`src/rtl/alu_pkg.sv`:
```
// Shared ALU definitions: ALUCtrl codes, ALUOp encodings and EX-stage FSM states.
// Imported by ALU control and by the execute unit.
package alu_pkg;

  localparam logic [2:0] ALU_ADD = 3'b000;
  localparam logic [2:0] ALU_SLL = 3'b001;
  localparam logic [2:0] ALU_SUB = 3'b010;
  localparam logic [2:0] ALU_MUL = 3'b011;
  localparam logic [2:0] ALU_XOR = 3'b100;
  localparam logic [2:0] ALU_SRA = 3'b101;
  localparam logic [2:0] ALU_OR  = 3'b110;
  localparam logic [2:0] ALU_AND = 3'b111;

  typedef enum logic [1:0] {
    ALUOP_MEM    = 2'b00,
    ALUOP_BRANCH = 2'b01,
    ALUOP_RTYPE  = 2'b10,
    ALUOP_ITYPE  = 2'b11
  } alu_op_e;

  typedef enum logic [1:0] {
    EX_IDLE,
    EX_MUL_RUN,
    EX_MUL_DONE
  } ex_state_e;

  function automatic logic is_mul(input logic [2:0] ctrl);
    return ctrl == ALU_MUL;
  endfunction

endpackage

```
`src/rtl/mul_iter.sv`:
```
// Iterative shift-add multiplier: consumes MUL_STEP multiplier bits per step,
// keeps the low XLEN bits of the product. Sequencing is owned by the caller.
module mul_iter #(
  parameter int XLEN     = 32,
  parameter int MUL_STEP = 1
) (
  input  logic            clk_i,
  input  logic            rst_i,
  input  logic            clear_i,
  input  logic            start_i,
  input  logic            step_i,
  input  logic [XLEN-1:0] a_i,
  input  logic [XLEN-1:0] b_i,
  output logic [XLEN-1:0] product_o,
  output logic            done_o
);

  localparam int N     = XLEN / MUL_STEP;
  localparam int CNT_W = $clog2(N) + 1;

  logic [XLEN-1:0]  mcand_q, mcand_d;
  logic [XLEN-1:0]  mplier_q, mplier_d;
  logic [XLEN-1:0]  acc_q, acc_d;
  logic [CNT_W-1:0] count_q, count_d;
  logic [XLEN-1:0]  partial;

  // Sum of the MUL_STEP partial products selected by the low multiplier bits.
  always_comb begin
    partial = '0;
    for (int j = 0; j < MUL_STEP; j++) begin
      if (mplier_q[j]) partial = partial + (mcand_q << j);
    end
  end

  // NOTE: every signal written here gets a default first, so no path can leave
  // one unassigned and infer a latch.
  always_comb begin
    mcand_d  = mcand_q;
    mplier_d = mplier_q;
    acc_d    = acc_q;
    count_d  = count_q;
    if (clear_i) begin
      acc_d   = '0;
      count_d = '0;
    end else if (start_i) begin
      mcand_d  = a_i;
      mplier_d = b_i;
      acc_d    = '0;
      count_d  = '0;
    end else if (step_i) begin
      acc_d    = acc_q + partial;
      mcand_d  = mcand_q << MUL_STEP;
      mplier_d = mplier_q >> MUL_STEP;
      count_d  = count_q + CNT_W'(1);
    end
  end

  // NOTE: reset is synchronous, so it lives inside the clocked branch rather
  // than in the sensitivity list; state uses non-blocking assignments only.
  always_ff @(posedge clk_i) begin
    if (!rst_i) begin
      mcand_q  <= '0;
      mplier_q <= '0;
      acc_q    <= '0;
      count_q  <= '0;
    end else begin
      mcand_q  <= mcand_d;
      mplier_q <= mplier_d;
      acc_q    <= acc_d;
      count_q  <= count_d;
    end
  end

  assign product_o = acc_q;
  assign done_o    = step_i && (count_q == CNT_W'(N - 1));

endmodule

```
`src/rtl/alu_exec_unit.sv`:
```
// EX-stage execute unit: combinational single-cycle ops plus an iterative MUL
// that stalls the front of the pipeline until its result is presented.
module alu_exec_unit
  import alu_pkg::*;
#(
  parameter int XLEN     = 32,
  parameter int MUL_STEP = 1
) (
  input  logic            clk_i,
  input  logic            rst_i,
  input  logic            valid_i,
  input  logic            flush_i,
  input  logic [2:0]      ALUCtrl_i,
  input  logic [XLEN-1:0] data1_i,
  input  logic [XLEN-1:0] data2_i,
  output logic [XLEN-1:0] result_o,
  output logic            zero_o,
  output logic            valid_o,
  output logic            stall_o
);

  ex_state_e       state_q, state_d;
  logic [XLEN-1:0] alu_res;
  logic [XLEN-1:0] mul_product;
  logic            mul_done;
  logic            mul_start, mul_step, mul_clear;
  logic [4:0]      shamt;

  assign shamt = data2_i[4:0];

  always_comb begin
    alu_res = '0;
    case (ALUCtrl_i)
      ALU_ADD: alu_res = data1_i + data2_i;
      ALU_SUB: alu_res = data1_i - data2_i;
      ALU_AND: alu_res = data1_i & data2_i;
      ALU_XOR: alu_res = data1_i ^ data2_i;
      ALU_OR:  alu_res = data1_i | data2_i;
      ALU_SLL: alu_res = data1_i << shamt;
      ALU_SRA: alu_res = XLEN'($signed(data1_i) >>> shamt);
      default: alu_res = '0;
    endcase
  end

  mul_iter #(
    .XLEN    (XLEN),
    .MUL_STEP(MUL_STEP)
  ) u_mul (
    .clk_i    (clk_i),
    .rst_i    (rst_i),
    .clear_i  (mul_clear),
    .start_i  (mul_start),
    .step_i   (mul_step),
    .a_i      (data1_i),
    .b_i      (data2_i),
    .product_o(mul_product),
    .done_o   (mul_done)
  );

  always_comb begin
    state_d   = state_q;
    result_o  = '0;
    valid_o   = 1'b0;
    stall_o   = 1'b0;
    mul_start = 1'b0;
    mul_step  = 1'b0;
    mul_clear = 1'b0;
    case (state_q)
      EX_IDLE: begin
        if (valid_i) begin
          if (is_mul(ALUCtrl_i)) begin
            stall_o   = 1'b1;
            mul_start = 1'b1;
            state_d   = EX_MUL_RUN;
          end else begin
            result_o = alu_res;
            valid_o  = 1'b1;
          end
        end
      end
      EX_MUL_RUN: begin
        stall_o  = 1'b1;
        mul_step = 1'b1;
        if (mul_done) state_d = EX_MUL_DONE;
      end
      EX_MUL_DONE: begin
        result_o = mul_product;
        valid_o  = 1'b1;
        state_d  = EX_IDLE;
      end
      default: state_d = EX_IDLE;
    endcase
    // Flush overrides everything, including an accept in IDLE.
    if (flush_i) begin
      state_d   = EX_IDLE;
      result_o  = '0;
      valid_o   = 1'b0;
      stall_o   = 1'b0;
      mul_start = 1'b0;
      mul_step  = 1'b0;
      mul_clear = 1'b1;
    end
    if (!rst_i) begin
      result_o = '0;
      valid_o  = 1'b0;
      stall_o  = 1'b0;
    end
  end

  assign zero_o = rst_i && (result_o == '0);

  always_ff @(posedge clk_i) begin
    if (!rst_i) state_q <= EX_IDLE;
    else        state_q <= state_d;
  end

endmodule
```
`config.mk`:
```
export PLATFORM = sky130hd
export DESIGN_NAME = alu_exec_unit
export DESIGN_NICKNAME = d
export VERILOG_FILES = /design/src/rtl/alu_pkg.sv /design/src/rtl/mul_iter.sv /design/src/rtl/alu_exec_unit.sv
export SDC_FILE = /design/constraint.sdc
export NUM_CORES = 1
export LEC_CHECK = 0
export BUFFER_PORTS_ARGS = -buffer_cell sky130_fd_sc_hd__buf_2
export CAP_MARGIN = 20
export CELL_PAD_IN_SITES_DETAIL_PLACEMENT = 0
export CELL_PAD_IN_SITES_GLOBAL_PLACEMENT = 1
export CORE_MARGIN = 5
export CORE_UTILIZATION = 30
export CTS_CLUSTER_SIZE = 14
export DETAILED_ROUTE_END_ITERATION = 7
export PLACE_DENSITY = 0.61
export SYNTH_ARGS = -nofsm -noshare
export SYNTH_HDL_FRONTEND = slang
export SYNTH_SLANG_ARGS = --single-unit
```
`constraint.sdc`:
```
create_clock -name clk_i -period 6.15 [get_ports clk_i]
set_clock_uncertainty 0.15 [all_clocks]
set_input_delay 0.3075 -clock clk_i [delete_from_list [all_inputs] [get_ports clk_i]]
set_output_delay 0.3075 -clock clk_i [all_outputs]
set_load 0.02 [all_outputs]
```
==> results of run 1 <==
report_power, final:
group | switching (mW) | internal (mW) | leakage [nW] | total [mW]
clock | 0.349 | 0.287 | 0.140 | 0.636
combinational | 0.637 | 0.347 | 5.44 | 0.984
sequential | 0.00397 | 0.678 | 0.839 | 0.682
worst register-to-register path: stages (launching register included):
cell and delay [ns]:
dfxtp_1 0.95, nand2_1 0.23, inv_1 0.11, ha_1 0.24, a211oi_1 0.43, o211ai_1 0.21, nand2_1 0.18, o31ai_1 0.14
a221oi_1 0.63, o31ai_1 0.24, a211oi_1 0.27, nor2_1 0.10, mux2i_1 0.21, a21o_1 0.15, a21oi_1 0.05
kinds of logic (layout without fill, tap and decap cells):
logic type      after synthesis  count (layout)
simple gates                638             638
compound gates              630             630
buf+inv                     221             263
fa+ha+maj                   131             131
mux                         125             125
flops                       104             104
xor+xnor                     75              75
other cells                   0               1
cell usage in the layout (no fill, tap or decap), drive strengths merged, types with 21 or more instances in the layout:
cell / n
o21ai: 129
a21oi: 126
nor3: 24
nor2: 129
a21o: 40
a211oi: 34
a21boi: 70
mux2i: 58
xnor2: 54
buf: 158
a22oi: 72
nand2: 299
inv: 91
dfxtp: 104
nand3: 28
ha: 129
and2: 38
mux4: 51
xor2: 21
worst paths after layout:
path                                           end  slack, ns  depth (start not counted)
setup / recovery                            zero_o       0.31                         19
hold / removal     u_mul.mplier_q[20]$_SDFFE_PN0P_       0.09                          3
setup reg to reg  u_mul.product_o[31]$_SDFFE_PP0P_       1.74                         14
hold reg to reg    u_mul.mplier_q[14]$_SDFFE_PN0P_       0.31                          2
through the flow:
stage | std cells | utilization, % | setup WS, ns
final | 2582 | 33.3 | 0.308
after global routing | 2581 | 33.3 | 0.0288
after CTS | 2581 | 33.3 | 0.132
after detailed placement | 2565 | 32.7 | 0.149
after global placement | 2565 | 32.7 | 0.216
after floorplan | 1924 | - | 0.0548
state kept, by name, summed over array words and instances (netlist names):
signal	count
u_mul.mcand_q	32
u_mul.mplier_q	32
u_mul.product_o	32
u_mul.count_q	6
state_q	2
area by class of cell:
| type | instances | share of cell area [%] |
|---|---|---|
| Clock buffer | 9 | 1.42 |
| Clock inverter | 7 | 0.483 |
| Multi-Input combinational cell | 1599 | 72.0 |
| Antenna cell | 1 | 0.0158 |
| Timing Repair Buffer | 158 | 5.94 |
| Inverter | 89 | 2.11 |
| Tap cell | 615 | 4.87 |
| Sequential cell | 104 | 13.2 |
repair_timing:
item	4_1_cts	5_1_grt
endpoints found under the setup margin	0	1
hold buffers	0	0
gates resized for setup	0	1
endpoints found under the hold margin	0	0
per-layer routing:
| layer | global-route usage [%] | share of wire [%] | up-vias | wire length (um) |
|---|---|---|---|---|
| met5 | 0 | 0 | - | 0 |
| met4 | 9.51 | 4.1 | 0 | 2690 |
| met3 | 2.98 | 6.0 | 127 | 3950 |
| met2 | 39.7 | 46 | 570 | 30300 |
| met1 | 32.1 | 44 | 7453 | 28600 |
| li1 | - | - | 7115 | - |
==> key figures, run 1 <==
Run status
  • Status: completed

Placed design
  • Area after DPL: 15500 sq um
  • Hpwl dp: ~50000 um
  • Final Wtd Congestion: approximately 1.0
  • # port buffers: about 110

Critical path
  • WS Path Type: input port to primary output
  • Critical path capture point type: primary output
  • Top delay family on crit path: simple AND/OR/NAND/NOR gates
  • Crit path max fanout: 5
  • CP arrival: 5.38 ns
  • Critical Path Source: ALUCtrl_i[2]
  • Critical Path Max Stage Delay: about 0.6 ns
  • Worst path required time: between 5 and 6 ns
  • Setup crit start kind: input port
  • WP buf/inv: 3
  • CP max-delay cell: or4_1
  • R2r startpoint: u_mul.mplier_q[0]$_SDFFE_PN0P_
  • Crit-path cells: buf_2 > nor2_1 > nand2_1 > nor2_1 > a21o_1 > inv_1 > ha_1 > nor2b_1 > o2111ai_1 > nand3_1 > xnor2_1 > o211ai_1 > or4_1 > a2111oi_0 > nor4b_2 > nand4b_1 > nor4_1 > nor4b_4 > buf_2

Synth
  • #FFs+latches synth: ~100
  • Mapped Cells: a little under 2000
  • Synth Area in Compound Gates: 29.2%
  • Syn_nets: about 2100
  • Ys async rst share: 0%
  • Synth area leaders: dfxtp_1, ha_1, mux4_2
  • Top cell type's share of synthesized area: between 10 and 15%
  • Synth cell count leaders: nand2_1, ha_1, nor2_1
  • Largest family of logic cells by synthesized area: compound AO/OA/AOI/OAI gates
  • Mean Syn Cell Area: 7.42 sq um
  • Synth area leader: dfxtp_1
  • Post-synth EDFFs: 0
  • Post-synthesis adder-cell area fraction: between 10% and 20%
  • Mux share of post-synthesis cell area: 13.4%
  • XOR/XNOR Fraction of Synth Area: between 4 and 5%
  • Most used flip-flop cell after synthesis: dfxtp_1
  • Simple-gate portion of the synthesized area: between 20% and 30%
  • Library cells used by synthesis: 82
  • Yosys warns: 0
  • Synth Cell Area: roughly 14000 sq um
  • Seq/Total Area, Yosys: 14.6%
  • Dominant cell by count in the synthesized netlist: nand2_1

Run
  • Maxcap violations: 0

Clock network
  • Htree depth: 3
  • Clk pin slew, worst setup/hold paths: 0.09 ns
  • Clock root cell: clkbuf_16
  • CTS Sinks: 104
  • Clock buffer depth: 2
  • Worst skew pair latency: ~0.41 ns
  • Total CTS buffers: 9
  • Setup bufs post-CTS: 0
  • CTS tree: done

Routing
  • DRC viols: 0
  • 1st-iter DRT viols: approximately 1400
  • Vias: approximately 15000
  • Via/cell ratio: between 5 and 6
  • Drt wl/cell: 25.4 um
  • Post-DRT Antenna Nets: 0
  • Total Wirelength: 65500 um
  • Drt first pass iters: 8

STA
  • Worst rel slew slack: 32.3%
  • Final Max Slew Viols: 0
  • Tightest Pin Transition: between 1 and 1.5 ns
  • Final hold vios: 0
  • Count of final setup violators: 0
  • Setup_tns: 0 ns
  • Fmax: ~170 MHz
  • Minimum clock period: a little under 6 ns
  • Ratio of final minimum period to clock period: a little over nine tenths
  • Unrepaired setup endpoints after global routing: false
  • Final Hold Slack: between 0.08 and 0.09 ns

Floorplan
  • Die Ht: between 200 and 250 um
  • Die Area: 52100 sq um
  • Die X: roughly 230 um
  • Standard-cell rows: 80
  • Core region area: 47400 sq um
  • Initial Util: between 30% and 40%
  • # IOs: ~110

Power
  • Power Dens Cells: about 150 nW/um^2
  • Total power: between 2 and 2.5 mW
  • VDD IR max: 0.144 mV
  • P_leak: 6.42 nW

Global route
  • Total Routing Usage GR: around a quarter
  • Pin count of the biggest net entering global routing: 72
  • Initial antenna violation count: 0
  • First-pass GRT wire length: just under 100000 um
  • Remaining global-route overflow: 0
  • Vias in the first global route: 14672

Cells and area
  • Layout cells sized above 1: between 10% and 20%
  • Area growth syn-to-layout: 10.7%
  • Sequential cell area: between 2000 and 2500 sq um
  • Multi-input logic area: about 11000 sq um
  • Post-route design area: between 15000 and 20000 sq um
  • Filler cells: 5209
  • Final layout net count: around 2200

Hold path
  • Hold WC Path Type: input port to flop
  • Hold Startpoint: data2_i[20]
Power figures use the tool's default switching activity.
==> run 2, diff against run 1 <==
- CORE_UTILIZATION: 30 -> 46
- PLACE_DENSITY: 0.61 -> 0.85
==> key figures, run 2 (synthesis gave the netlist of run 1 again) <==
Cells and area
  • Layout cells sized above 1: 13.1% (was 13.4%)
  • Final layout net count: 2161 (was 2163)
  • Filler cells: 3102 (was 5209)
  • Commonest cells after routing, fill and taps aside: nand2_1, ha_1, nor2_1, a21oi_1, o21ai_0 (unchanged)
  • Area growth syn-to-layout: 8.42% (was 10.7%)
  • Final core occ: 50.6% (was 33.3%)
  • Commonest non-fill, non-tap cell in the layout: nand2_1 (unchanged)
  • Post-route design area: 15500 sq um (was 15800 sq um)

Floorplan
  • Core region area: 30600 sq um (was 47400 sq um)
  • # IOs: 106 (unchanged)
  • Initial Util: 46.7% (was 30.1%)
  • Die Ht: 186 um (was 228 um)
  • Standard-cell rows: 64 (was 80)
  • Die Area: 34700 sq um (was 52100 sq um)
  • Die X: 186 um (was 228 um)

Critical path
  • Crit path max fanout: 7 (was 5)
  • Reg2reg end: u_mul.product_o[30]$_SDFFE_PP0P_ (was u_mul.product_o[31]$_SDFFE_PP0P_)
  • CP arrival: 5.38 ns (about the same)
  • R2r startpoint: u_mul.mplier_q[0]$_SDFFE_PN0P_ (unchanged)
  • Setup crit start kind: input port (unchanged)
  • Crit-path cells: buf_2 > or4_1 > nor4_2 > nand2_1 > o21ai_0 > xnor2_1 > ha_1 > a21oi_1 > o21ai_1 > and3_1 > a221o_1 > nor4_1 > a2bb2oi_1 > o41ai_1 > nor4_1 > nand4b_1 > nor4_1 > nor4b_4 > buf_2 (was buf_2 > nor2_1 > nand2_1 > nor2_1 > a21o_1 > inv_1 > ha_1 > nor2b_1 > o2111ai_1 > nand3_1 > xnor2_1 > o211ai_1 > or4_1 > a2111oi_0 > nor4b_2 > nand4b_1 > nor4_1 > nor4b_4 > buf_2)
  • WS Path Type: input port to primary output (unchanged)
  • R2r setup slk: 1.72 ns (was 1.74 ns)
  • Worst path required time: 5.69 ns (about the same)
  • CP max-delay cell: or4_1 (unchanged)
  • Critical path capture point type: primary output (unchanged)
  • WP buf/inv: 2 (was 3)
  • Most frequent cell on the critical path: nor4_1
  • Critical Path Max Stage Delay: 0.62 ns (was 0.60 ns)
  • FF-to-FF path depth: 15 (was 14)
  • Top delay family on crit path: simple AND/OR/NAND/NOR gates (unchanged)

Global route
  • Vias in the first global route: 14879 (was 14672)
  • Total Routing Usage GR: 33.7% (was 24.1%)
  • Initial antenna violation count: 2 (was 0)
  • Pin count of the biggest net entering global routing: 74 (was 72)
  • Remaining global-route overflow: 0 (unchanged)
  • First-pass GRT wire length: 89700 um (was 97100 um)

STA
  • Final Max Slew Viols: 0 (unchanged)
  • Worst rel slew slack: 32.8% (was 32.3%)
  • Count of final setup violators: 0 (unchanged)
  • Ratio of final minimum period to clock period: 94.9% (was 95.0%)
  • Minimum clock period: 5.83 ns (was 5.84 ns)
  • Tightest Pin Transition: 1.01 ns (was 1.02 ns)
  • Fmax: 171 MHz (about the same)
  • Final hold vios: 0 (unchanged)
  • Unrepaired setup endpoints after global routing: false (unchanged)
  • Setup_tns: 0 ns (unchanged)
  • Final Hold Slack: 0.107 ns (was 0.0883 ns)

Power
  • Power Dens Cells: 143 nW/um^2 (was 146 nW/um^2)
  • P_leak: 6.39 nW (was 6.42 nW)
  • VDD IR max: 0.182 mV (was 0.144 mV)

Routing
  • Highest metal used: met4 (unchanged)
  • 1st-iter DRT viols: 1533 (was 1397)
  • Post-DRT Antenna Nets: 0 (unchanged)
  • Vias: 15368 (was 15265)
  • Drt wl/cell: 25.1 um (was 25.4 um)
  • Drt first pass iters: 7 (was 8)
  • Routed met2 length: 26500 um (was 30300 um)
  • Via/cell ratio: 6.51 (was 5.91)
  • Met3 WL post-DR: 4750 um (was 3950 um)
  • DRC viols: 0 (unchanged)
  • Total Wirelength: 59200 um (was 65500 um)
  • Met1 wire length: 25400 um (was 28600 um)

Hold path
  • Worst Hold Depth: 3 (unchanged)
  • Hold WC Path Type: input port to flop (unchanged)
  • Hold Startpoint: data2_i[20] (unchanged)
  • Hold Path End: u_mul.mplier_q[20]$_SDFFE_PN0P_ (unchanged)

Clock network
  • CTS Sinks: 104 (unchanged)
  • Cts hold-fix bufs: 0 (unchanged)
  • Clock root cell: clkbuf_16 (unchanged)
  • Htree depth: 3 (unchanged)
  • Clock buffer depth: 2 (unchanged)
  • CTS tree: done (unchanged)
  • Worst skew pair latency: 0.38 ns (was 0.41 ns)
  • Clk pin slew, worst setup/hold paths: 0.08 ns (was 0.09 ns)
  • Total CTS buffers: 9 (unchanged)

Placed design
  • Area after DPL: 15200 sq um (was 15500 sq um)
  • Final Wtd Congestion: 1.01 (was 1.04)
  • Hpwl dp: 44500 um (was 50100 um)
  • # port buffers: 105 (unchanged)

Run
  • Maxcap violations: 0 (unchanged)

Run status
  • Status: completed (unchanged)
## run 2: changes by cell type in the layout (fill, tap and decap cells not counted)
cell,delta
buf_4,-2
clkbuf_1,+2
clkinv_8,-2
clkinv_2,+1
clkinvlp_4,-1
inv_8,-1
## run 2: area by class of cell
cell class | instances | area, sq um | share of cell area, %
clock buffers | 11 | 233 | 1.50
clock inverters | 4 | 30.0 | 0.194
repair buffers | 156 | 923 | 5.96
flip-flops and latches | 104 | 2080 | 13.4
diodes | 1 | 2.50 | 0.0162
inverters | 89 | 334 | 2.16
well taps | 396 | 495 | 3.20
multi-input cells | 1599 | 11400 | 73.5
## run 2: metrics by stage
stage                     power (mW)  cells  worst slack (ns)
final                           2.22   2360             0.317
after global routing            2.34   2359             0.114
after CTS                       2.21   2359             0.194
after detailed placement        1.63   2344             0.222
after global placement          1.62   2344             0.284
after floorplan                 1.31   1924            0.0548
## run 2: repair_timing
action                                  4_1_cts  5_1_grt
endpoints found under the hold margin         0        0
resized for setup                             0        1
endpoints found under the setup margin        0        1
buffers inserted                              0        0
## run 2: how the worst max path moves through the flow
stage / start / end / depth (start not counted)
2_1_floorplan: ALUCtrl_i[1] / zero_o / 21
3_3_place_gp: data2_i[14] / zero_o / 19
3_5_place_dp: data2_i[14] / zero_o / 19
4_1_cts: data2_i[14] / zero_o / 19
5_1_grt: data2_i[14] / zero_o / 19
6_report: data2_i[14] / zero_o / 19
## run 2: per-layer routing
| metal | GRT usage (%) | up-vias |
|---|---|---|
| met5 | 0 | - |
| met4 | 13.1 | 0 |
| met3 | 7.08 | 153 |
| met2 | 53.2 | 747 |
| met1 | 45.4 | 7362 |
| li1 | - | 7106 |
## run 2: tightest hold or removal path, delay by kind of cell
kind | cells | cell delay, ns
buffers and inverters | 1 | 0.10
AOI/OAI and AO/OA | 2 | 0.19
## run 2: report_power, final
part           leakage [nW]  switching (mW)  internal [mW]
combinational          5.43           0.614          0.348
sequential            0.839         0.00425          0.678
clock                 0.126           0.300          0.275
==> run 3, diff against run 2 <==
- ABC_AREA: unset -> 1
- CORE_UTILIZATION: 46 -> 43
- PLACE_DENSITY: 0.85 -> 0.86
==> key figures, run 3 <==
Run status
  • Status: completed (unchanged)

Hold path
  • Hold Startpoint: data2_i[7] (was data2_i[20])
  • Hold WC Path Type: input port to flop (unchanged)

Clock network
  • CTS tree: done (unchanged)
  • CTS Sinks: 104 (unchanged)
  • Resized Gates After CTS: 0 (unchanged)
  • Clock buffer depth: 2 (unchanged)
  • Total CTS buffers: 9 (unchanged)
  • Worst skew pair latency: 0.40 ns (was 0.38 ns)
  • Cts hold-fix bufs: 0 (unchanged)
  • Clock root cell: clkbuf_16 (unchanged)
  • Setup bufs post-CTS: 0 (unchanged)
  • Htree depth: 3 (unchanged)
  • Clk pin slew, worst setup/hold paths: 0.08 ns (about the same)

Cells and area
  • Layout cells sized above 1: 7.11% (was 13.1%)
  • Number of antenna repair diodes: 0 (was 1)
  • Commonest non-fill, non-tap cell in the layout: nand2_1 (unchanged)
  • Commonest cells after routing, fill and taps aside: nand2_1, nand3_1, inv_1, nor2_1, ha_1 (was nand2_1, ha_1, nor2_1, a21oi_1, o21ai_0)
  • Area growth syn-to-layout: 7.79% (was 8.42%)
  • Final layout net count: 2896 (was 2161)

Synth
  • Dominant cell by count in the synthesized netlist: nand2_1 (unchanged)
  • Seq/Total Area, Yosys: 14.1% (was 14.6%)
  • Synth area leader: nand2_1 (was dfxtp_1)
  • Syn_nets: 2869 (was 2126)
  • #FFs+latches synth: 104 (unchanged)
  • Synth area leaders: nand2_1, dfxtp_1, nand3_1 (was dfxtp_1, ha_1, mux4_2)
  • Mean Syn Cell Area: 5.53 sq um (was 7.42 sq um)
  • Synth cell count leaders: nand2_1, nand3_1, inv_1 (was nand2_1, ha_1, nor2_1)
  • Library cells used by synthesis: 49 (was 82)
  • Mapped Cells: 2667 (was 1924)
  • Ys async rst share: 0% (unchanged)
  • Post-synth EDFFs: 0 (unchanged)
  • Most used flip-flop cell after synthesis: dfxtp_1 (unchanged)
  • Synth Cell Area: 14800 sq um (was 14300 sq um)
  • Yosys warns: 0 (unchanged)
  • Top cell type's share of synthesized area: 22.6% (was 14.6%)

Critical path
  • WS Path Type: input port to primary output (unchanged)
  • CP arrival: 5.18 ns (was 5.38 ns)
  • Crit path max fanout: 38 (was 7)
  • Worst path required time: 5.69 ns (about the same)
  • Critical Path Source: data2_i[0] (was data2_i[14])
  • Setup crit start kind: input port (unchanged)
  • R2r startpoint: u_mul.mplier_q[0]$_SDFFE_PN0P_ (unchanged)
  • Critical path capture point type: primary output (unchanged)

Power
  • Reg power frac: 29.4% (was 30.7%)
  • Total power: 2.33 mW (was 2.22 mW)
  • Comb power frac: 42.7% (was 43.4%)
  • Int Pwr: 1.25 mW (was 1.30 mW)
  • Clk pwr share: 27.9% (was 25.9%)
  • Power Dens Cells: 146 nW/um^2 (was 143 nW/um^2)
  • VDD IR max: 0.225 mV (was 0.182 mV)
  • NetSw: 1.08 mW (was 0.919 mW)
  • P_leak: 8.49 nW (was 6.39 nW)
  • Switching Fraction: 46.3% (was 41.4%)

Floorplan
  • Core region area: 33700 sq um (was 30600 sq um)
  • Standard-cell rows: 67 (was 64)
  • Die Area: 38100 sq um (was 34700 sq um)
  • Initial Util: 43.8% (was 46.7%)
  • Die X: 195 um (was 186 um)
  • # IOs: 106 (unchanged)
  • Die Ht: 195 um (was 186 um)

Global route
  • Initial antenna violation count: 1 (was 2)
  • Remaining global-route overflow: 0 (unchanged)
  • First-pass GRT wire length: 103000 um (was 89700 um)
  • Vias in the first global route: 16860 (was 14879)
  • Pin count of the biggest net entering global routing: 69 (was 74)
  • Total Routing Usage GR: 34.7% (was 33.7%)

Run
  • Maxcap violations: 0 (unchanged)

Routing
  • 1st-iter DRT viols: 2086 (was 1533)
  • Via/cell ratio: 5.84 (was 6.51)
  • Total Wirelength: 68800 um (was 59200 um)
  • DRC viols: 0 (unchanged)
  • Met3 WL post-DR: 7110 um (was 4750 um)
  • Drt first pass iters: 8 (was 7)
  • Routed met2 length: 28700 um (was 26500 um)
  • Vias: 18371 (was 15368)
  • Post-DRT Antenna Nets: 0 (unchanged)
  • Drt wl/cell: 21.9 um (was 25.1 um)
  • Highest metal used: met5 (was met4)
  • Met1 wire length: 30400 um (was 25400 um)

STA
  • Final Max Slew Viols: 0 (unchanged)
  • Tightest Pin Transition: 1.04 ns (was 1.01 ns)
  • Final hold vios: 0 (unchanged)
  • Ratio of final minimum period to clock period: 91.7% (was 94.9%)
  • Fmax: 177 MHz (was 171 MHz)
  • Minimum clock period: 5.64 ns (was 5.83 ns)
  • Count of final setup violators: 0 (unchanged)
  • Unrepaired setup endpoints after global routing: false (unchanged)
  • Setup_tns: 0 ns (unchanged)
  • Worst rel slew slack: 30.3% (was 32.8%)

Placed design
  • # port buffers: 105 (unchanged)
  • Hpwl dp: 55100 um (was 44500 um)
  • Final Wtd Congestion: 1.04 (was 1.01)
[run 3: cell families after synthesis]
logic type	after synthesis	synth area share (%)
AOI/OAI and AO/OA	372	15.3
xor gates and xnor gates	47	2.79
adders and majority gates	131	11.2
buffers and inverters	439	11.8
DFF	104	14.1
and+or+nand+nor	1574	44.7
[run 3: final cells by class]
cell class / instances / area (sq um)
multi-input cells: 2124 / 11000
clock inverters: 7 / 88.8
fillers: 3823 / 17800
clock buffers: 9 / 225
repair buffers: 131 / 768
inverters: 324 / 1220
flip-flops and latches: 104 / 2080
well taps: 448 / 561
[run 3: power groups by stage]
stage,Sequential (mW),Combinational [mW],Clock [mW]
floorplan,0.698,0.612,0
global placement,0.699,0.954,0
detailed placement,0.699,0.956,0
CTS,0.684,0.960,0.663
global route,0.685,1.08,0.687
finish,0.684,0.993,0.650
[run 3: worst max-delay path, cell delays in order]
cell and delay (ns):
buf_2 0.36, inv_4 0.13, buf_4 0.42, nand3_1 0.31
nor4_1 0.51, nand2_1 0.18, o21ai_0 0.36, xor2_1 0.19
ha_1 0.33, a21oi_1 0.28, o21ai_0 0.17, a21oi_1 0.19
nand3_1 0.23, nor2_1 0.14, o21ai_0 0.15, o21ai_1 0.16
nand2_1 0.07, nand2_1 0.09, nand2_1 0.07, nor2_1 0.08
nand2_1 0.06, nor2_1 0.17, buf_2 0.20
[run 3: path summary, 6_finish.rpt]
path	end	cells past startpoint	slack (ns)
max	zero_o	23	0.51
min	u_mul.mplier_q[7]$_SDFFE_PN0P_	3	0.09
max reg2reg	u_mul.product_o[26]$_SDFFE_PP0P_	21	2.45
min reg2reg	u_mul.count_q[5]$_SDFFE_PP0P_	2	0.32
[run 3: routing by layer]
metal	track usage [%]	vias up
met5	0	-
met4	10.8	2
met3	7.65	112
met2	52.3	895
met1	49.4	8573
li1	-	8789
[run 3: per-stage QoR]
| stage | cells | util [%] | instance area [sq um] | setup slack [ns] | hold WS (ns) |
|---|---|---|---|---|---|
| after floorplan | 2667 | - | 14800 | 1.81 | 0.295 |
| after global placement | 3128 | 46.1 | 15500 | 0.612 | 0.309 |
| after detailed placement | 3129 | 46.1 | 15500 | 0.616 | 0.313 |
| after CTS | 3145 | 47.1 | 15900 | 0.604 | 0.0647 |
| after global routing | 3147 | 47.2 | 15900 | 0.0494 | 0.0933 |
| final | 3147 | 47.2 | 15900 | 0.509 | 0.0868 |
